<file path="src/rtl/score_digit_encoder_if.sv">
// Bundle of the score encoder's control inputs and display/count outputs.
interface score_digit_encoder_if #(
  parameter int unsigned CNT_W  = 10,
  parameter int unsigned DIGITS = 4
);
  logic                  clear;
  logic                  coin_evt;
  logic                  pipe_evt;
  logic                  sel;
  logic [CNT_W-1:0]      num_coins;
  logic [CNT_W-1:0]      num_pipes;
  logic [4*DIGITS-1:0]   hex_digits;
  logic                  valid;
  logic                  busy;
  logic                  overflow;

  modport master (
    output clear, coin_evt, pipe_evt, sel,
    input  num_coins, num_pipes, hex_digits, valid, busy, overflow
  );

  modport slave (
    input  clear, coin_evt, pipe_evt, sel,
    output num_coins, num_pipes, hex_digits, valid, busy, overflow
  );
endinterface

</file>
<file path="src/rtl/score_digit_encoder.sv">
// Saturating coin/pipe event counters with a serial double-dabble converter
// driving a registered BCD digit word for the hex displays.
module score_digit_encoder #(
  parameter int unsigned CNT_W  = 10,
  parameter int unsigned DIGITS = 4
) (
  input logic                 Clk,
  input logic                 Reset,
  score_digit_encoder_if.slave bus
);

  localparam int unsigned BCD_W  = 4 * DIGITS;
  localparam int unsigned ITER_W = $clog2(CNT_W + 1);

  typedef enum logic [1:0] {IDLE, LOAD, SHIFT, DONE} state_t;

  state_t            state;
  logic [CNT_W-1:0]  coins;
  logic [CNT_W-1:0]  pipes;
  logic [BCD_W-1:0]  digits;
  logic              valid;
  logic              busy;
  logic              overflow;
  logic              prev_coin;
  logic              prev_pipe;
  logic              dirty;
  logic              sel_q;
  logic [CNT_W-1:0]  bin;
  logic [BCD_W-1:0]  bcd;
  logic [ITER_W-1:0] iter;

  logic              coin_hit_c;
  logic              pipe_hit_c;
  logic              coin_max_c;
  logic              pipe_max_c;
  logic              dirty_set_c;
  logic [BCD_W-1:0]  adj_c;
  logic [BCD_W-1:0]  shift_bcd_c;
  logic [CNT_W-1:0]  shift_bin_c;

  assign bus.num_coins  = coins;
  assign bus.num_pipes  = pipes;
  assign bus.hex_digits = digits;
  assign bus.valid      = valid;
  assign bus.busy       = busy;
  assign bus.overflow   = overflow;

  // Rising-edge events; a saturated counter does not count as a change.
  assign coin_hit_c  = bus.coin_evt & ~prev_coin;
  assign pipe_hit_c  = bus.pipe_evt & ~prev_pipe;
  assign coin_max_c  = (coins == {CNT_W{1'b1}});
  assign pipe_max_c  = (pipes == {CNT_W{1'b1}});
  assign dirty_set_c = bus.clear
                     | (coin_hit_c & ~coin_max_c)
                     | (pipe_hit_c & ~pipe_max_c)
                     | (bus.sel != sel_q);

  // One double-dabble step: add 3 to nibbles >= 5, then shift {bcd, bin} left.
  always_comb begin
    adj_c = bcd;
    for (int unsigned d = 0; d < DIGITS; d++) begin
      if (bcd[4*d +: 4] >= 4'd5) begin
        adj_c[4*d +: 4] = 4'(bcd[4*d +: 4] + 4'd3);
      end
    end
    shift_bcd_c = {adj_c[BCD_W-2:0], bin[CNT_W-1]};
    shift_bin_c = {bin[CNT_W-2:0], 1'b0};
  end

  always_ff @(posedge Clk or posedge Reset) begin
    if (Reset) begin
      state     <= IDLE;
      coins     <= '0;
      pipes     <= '0;
      digits    <= '0;
      valid     <= 1'b0;
      busy      <= 1'b0;
      overflow  <= 1'b0;
      prev_coin <= 1'b0;
      prev_pipe <= 1'b0;
      dirty     <= 1'b0;
      sel_q     <= 1'b0;
      bin       <= '0;
      bcd       <= '0;
      iter      <= '0;
    end else begin
      prev_coin <= bus.coin_evt;
      prev_pipe <= bus.pipe_evt;
      valid     <= 1'b0;

      // clear wins over same-cycle events
      if (bus.clear) begin
        coins    <= '0;
        pipes    <= '0;
        overflow <= 1'b0;
      end else begin
        if (coin_hit_c) begin
          if (coin_max_c) overflow <= 1'b1;
          else            coins    <= coins + CNT_W'(1);
        end
        if (pipe_hit_c) begin
          if (pipe_max_c) overflow <= 1'b1;
          else            pipes    <= pipes + CNT_W'(1);
        end
      end

      if (dirty_set_c)                  dirty <= 1'b1;
      else if (state == IDLE && dirty)  dirty <= 1'b0;

      // Outputs are registered on entry to the state they belong to.
      case (state)
        IDLE: begin
          if (dirty) begin
            state <= LOAD;
            busy  <= 1'b1;
          end
        end
        LOAD: begin
          bin   <= bus.sel ? pipes : coins;
          sel_q <= bus.sel;
          bcd   <= '0;
          iter  <= '0;
          state <= SHIFT;
        end
        SHIFT: begin
          bcd  <= shift_bcd_c;
          bin  <= shift_bin_c;
          iter <= iter + ITER_W'(1);
          if (iter == ITER_W'(CNT_W - 1)) begin
            state  <= DONE;
            busy   <= 1'b0;
            digits <= shift_bcd_c;
            valid  <= 1'b1;
          end
        end
        DONE: begin
          state <= IDLE;
        end
        default: state <= IDLE;
      endcase
    end
  end

endmodule

</file>
<file path="src/flat_wrapper.sv">
// flat-port wrapper written by rule: the top's interface ports become plain ports
module score_digit_encoder_flat 
#(
  parameter int unsigned CNT_W  = 10,
  parameter int unsigned DIGITS = 4
)
  (Clk, Reset, bus_clear, bus_coin_evt, bus_pipe_evt, bus_sel, bus_num_coins, bus_num_pipes, bus_hex_digits, bus_valid, bus_busy, bus_overflow);
  score_digit_encoder_if #(.CNT_W(CNT_W), .DIGITS(DIGITS)) bus_i ();
  input logic Clk;
  input logic Reset;
  input wire logic [$bits(bus_i.clear)-1:0] bus_clear;
  input wire logic [$bits(bus_i.coin_evt)-1:0] bus_coin_evt;
  input wire logic [$bits(bus_i.pipe_evt)-1:0] bus_pipe_evt;
  input wire logic [$bits(bus_i.sel)-1:0] bus_sel;
  output wire logic [$bits(bus_i.num_coins)-1:0] bus_num_coins;
  output wire logic [$bits(bus_i.num_pipes)-1:0] bus_num_pipes;
  output wire logic [$bits(bus_i.hex_digits)-1:0] bus_hex_digits;
  output wire logic [$bits(bus_i.valid)-1:0] bus_valid;
  output wire logic [$bits(bus_i.busy)-1:0] bus_busy;
  output wire logic [$bits(bus_i.overflow)-1:0] bus_overflow;
  assign bus_i.clear = bus_clear;
  assign bus_i.coin_evt = bus_coin_evt;
  assign bus_i.pipe_evt = bus_pipe_evt;
  assign bus_i.sel = bus_sel;
  assign bus_num_coins = bus_i.num_coins;
  assign bus_num_pipes = bus_i.num_pipes;
  assign bus_hex_digits = bus_i.hex_digits;
  assign bus_valid = bus_i.valid;
  assign bus_busy = bus_i.busy;
  assign bus_overflow = bus_i.overflow;
  score_digit_encoder #(.CNT_W(CNT_W), .DIGITS(DIGITS)) u_core (.Clk(Clk), .Reset(Reset), .bus(bus_i));
endmodule
</file>
<file path="config.mk">
export PLATFORM = sky130hd
export DESIGN_NAME = score_digit_encoder_flat
export DESIGN_NICKNAME = d
export VERILOG_FILES = /design/src/rtl/score_digit_encoder_if.sv /design/src/rtl/score_digit_encoder.sv /design/src/flat_wrapper.sv
export SDC_FILE = /design/constraint.sdc
export NUM_CORES = 1
export LEC_CHECK = 0
export CAP_MARGIN = 15
export CORE_MARGIN = 2
export CORE_UTILIZATION = 30
export CTS_CLUSTER_DIAMETER = 100
export DETAILED_ROUTE_END_ITERATION = 16
export GPL_TIMING_DRIVEN = 0
export PLACE_DENSITY = 0.59
export SKIP_LAST_GASP = 1
export SLEW_MARGIN = 20
export SYNTH_ARGS = -nofsm -noshare
export SYNTH_HDL_FRONTEND = slang
export SYNTH_SLANG_ARGS = --single-unit
</file>
<file path="constraint.sdc">
create_clock -name Clk -period 2.5 [get_ports Clk]
set_input_delay 0.625 -clock Clk [delete_from_list [all_inputs] [get_ports Clk]]
set_output_delay 0.625 -clock Clk [all_outputs]
set_load 0.01 [all_outputs]
</file>
==> flow_summary.ini <==
[synthesis]
ys.flop_type = dfrtp_1
synth_area_leaders = dfrtp_1, ha_1, mux2_2
synth_cell_type_count = 50
synth_edf_count = 0
async_reset_ff_frac = 1.00
synth_xor_area_frac = 0.0162
yosysTopAreaCell = dfrtp_1
synth_nets = 389
synthCells = 368
synth_warnings = 0
synth-simple-area-share = 0.158
synthAdderAreaFrac = 0.0496
synth_area_per_cell_um2 = 10.3
synth_top_family_by_area = simple AND/OR/NAND/NOR gates
synth_top_cell_area_share = 0.496
netlist_area_mm2 = 0.00378
seq_area_frac_synth = 0.496
synth-compound-area-share = 0.153
ys_ff_latch = 75
synthMuxAreaShare = 0.0877

[sta]
fin_crit_ns = 2.14
report.final.setup_viol = 0
drv_slew = 0
hold_ws_ns = 0.475
relSlewSlack = 0.642
skew_ns = 0.00454
timing.fmax_mhz = 468
tns_ns = 0
min_period_over_period = 0.856
worst_slew_pin_slew_ns = 0.536
rsz0062_at_grt = false
final_hold_viol_count = 0

[placement]
place_hpwl_mm = 6.03
dp.cells = 586
io_buffers = 44
routabilityCongestion = 0.852

[detailed_routing]
drc_errors = 0
vias = 2937
first_pass_iters = 4
antenna_left = 0
via_per_inst = 4.88
routed_wl_mm = 8.54
wire_per_inst_um = 14.2
drtIter0Drc = 148

[setup_path]
rrSetupSlack_ns = 0.53
r2r-end = u_core.bin[3]$_DFFE_PP0P_
endpoint_kind = output port
crit_end = bus_num_coins[6]
critical_path_arrival_ns = 1.51
regToRegStartpoint = u_core.state[1]$_DFFE_PP0P_
crit_family = buffers and inverters
cp_num_buf_inv = 1
critPathSlowestCell = clkdlybuf4s50_1
start_kind = register
worst-path-max-fanout = 9
cp_num_cells = 1
max_stage_delay_ns = 0.62
worstSetupStartpoint = u_core.bus.num_coins[6]$_DFFE_PP0P_
reg2reg_depth = 5
crit_chain = clkdlybuf4s50_1
cp.required_ns = 1.88
criticalPathCategory = reg2out

[power_and_ir_drop]
power_frac_comb = 0.208
clkPwrFrac = 0.418
vdd_drop_max_uv = 373
p_int_uw = 2510
power_frac_seq = 0.374
leakagePower_uw = 0.00202
power_uw = 3570
switching_power_uw = 1060
pwr_density_cell_mw_per_mm2 = 740
p_sw_frac = 0.296

[die]
die_height_um = 116
ios = 45
coreArea_mm2 = 0.0125
die_width_um = 116
rows = 41
die-area_mm2 = 0.0135
initial_core_util = 0.303

[clocking]
cts_tree = built
clk_pin_slew_worst_paths_ns = 0.06
clock_sinks = 75
post-cts-setup-buffer-count = 0
cts.path.max_buffers = 2
clock_latency_ns = 0.34
htreeDepth = 3
cts-root-buf = clkbuf_16
cts_repair_resize_count = 0
cts_buffers = 9
hold_buffers = 0

[cells_and_area]
multi_input_area_mm2 = 0.00176
antenna_cells = 0
final_cells = 602
drive_gt1_frac = 0.116
nFillCells = 1244
area.sequential_mm2 = 0.00188
area_delta_synth_final_pct = 27.5
finalNetCount = 446
mostFrequentLayoutCell = dfrtp_1
mostFrequentLayoutCells = dfrtp_1, clkdlybuf4s50_1, nand2_1, o21ai_0, a21oi_1

[global_route]
grt_max_degree = 34
first_global_vias = 2905
grt_use_total = 0.138
grt_pass1_wl_mm = 14.6
grt_antenna_before_repair = 0
grt_remaining_overflow = 0

[status]
run_status = finished clean

[job]
maxCapViolCount = 0

[hold_path]
hold_path_class = reg2reg
registers in the layout, indices dropped and copies added, names as in the netlist:
register               count
u_core.prev_pipe           1
u_core.bin                10
u_core.bcd                16
u_core.bus.busy            1
u_core.state               2
u_core.prev_coin           1
u_core.bus.overflow        1
u_core.iter                4
u_core.dirty               1
u_core.bus.num_coins      10
u_core.bus.valid           1
u_core.bus.num_pipes      10
u_core.sel_q               1
u_core.bus.hex_digits     16
synth_stat cells, types with 2 or more instances:
cell / instances
a21oi_1: 23
a31oi_1: 3
a32o_1: 4
and3_2: 2
buf_2: 3
clkbuf_1: 11
dfrtp_1: 75
ha_1: 15
inv_1: 22
mux2_2: 16
mux2i_1: 14
nand2_1: 37
nand2b_1: 5
nand3_1: 7
nand4_1: 2
nand4_4: 2
nor2_1: 16
nor2b_1: 2
nor3_1: 10
nor3b_1: 8
o21ai_0: 35
o21ai_1: 2
o22ai_1: 12
o31ai_1: 7
or3_1: 3
or4_1: 3
xnor2_1: 6
worst register-to-register path, delay by kind of cell (launching register included):
kind | cells | cell delay, ns
buffers and inverters | 3 | 0.83
multiplexers | 1 | 0.40
flip-flops | 1 | 0.37
adder cells (fa/ha/maj) | 1 | 0.27
worst min-delay path by stage:
stage / startpoint / endpoint / slack (ns) / depth (start not counted)
after floorplan: u_core.iter[2]$_DFFE_PP0P_ / u_core.iter[2]$_DFFE_PP0P_ / 0.47 / 1
after detailed placement: u_core.bus.hex_digits[12]$_DFFE_PP0P_ / u_core.bus.hex_digits[12]$_DFFE_PP0P_ / 0.47 / 2
after global placement: u_core.bus.hex_digits[12]$_DFFE_PP0P_ / u_core.bus.hex_digits[12]$_DFFE_PP0P_ / 0.46 / 2
final: u_core.bus.hex_digits[12]$_DFFE_PP0P_ / u_core.bus.hex_digits[12]$_DFFE_PP0P_ / 0.47 / 2
after CTS: u_core.bus.hex_digits[12]$_DFFE_PP0P_ / u_core.bus.hex_digits[12]$_DFFE_PP0P_ / 0.49 / 2
after global routing: u_core.bus.hex_digits[7]$_DFFE_PP0P_ / u_core.bus.hex_digits[7]$_DFFE_PP0P_ / 0.51 / 2
power by group through the flow:
stage                     sequential [uW]  clock [uW]  combinational [uW]
after floorplan                      1350           0                 550
after global placement               1350           0                 735
after detailed placement             1360           0                 753
after CTS                            1340        1520                 756
after global routing                 1350        1570                 854
final                                1340        1490                 743
routing by layer:
metal | global-route usage | vias up | routed length (um)
li1 | - | 1443 | -
met1 | 0.189 | 1404 | 4120
met2 | 0.217 | 80 | 3860
met3 | 0.0374 | 10 | 464
met4 | 0.0389 | 0 | 101
met5 | 0 | - | 0
metrics by stage:
stage               utilization  setup WS (ns)  cell area (um^2)
floorplan                     -          0.788              3790
CTS                       0.387          0.348              4820
detailed placement        0.360          0.174              4480
finish                    0.387          0.361              4820
global placement          0.356         0.0803              4440
global route              0.387          0.278              4820
cell families (layout without fill, tap and decap cells):
| family | count (synthesis) | in the layout |
|---|---|---|
| compound gates | 94 | 94 |
| xor+xnor | 7 | 7 |
| fa+ha+maj | 15 | 15 |
| buf+inv | 38 | 100 |
| flops | 75 | 75 |
| mux | 31 | 31 |
| simple gates | 108 | 108 |
final cells by class:
type	instances	area share
tap	172	0.0446
inverter	23	0.0187
sequential	75	0.389
clock buffer	9	0.0467
buffer	15	0.0125
clock inverter	7	0.0241
multi-input combinational	255	0.365
timing repair buffer	46	0.0996
(Power assumes the default switching activity.)
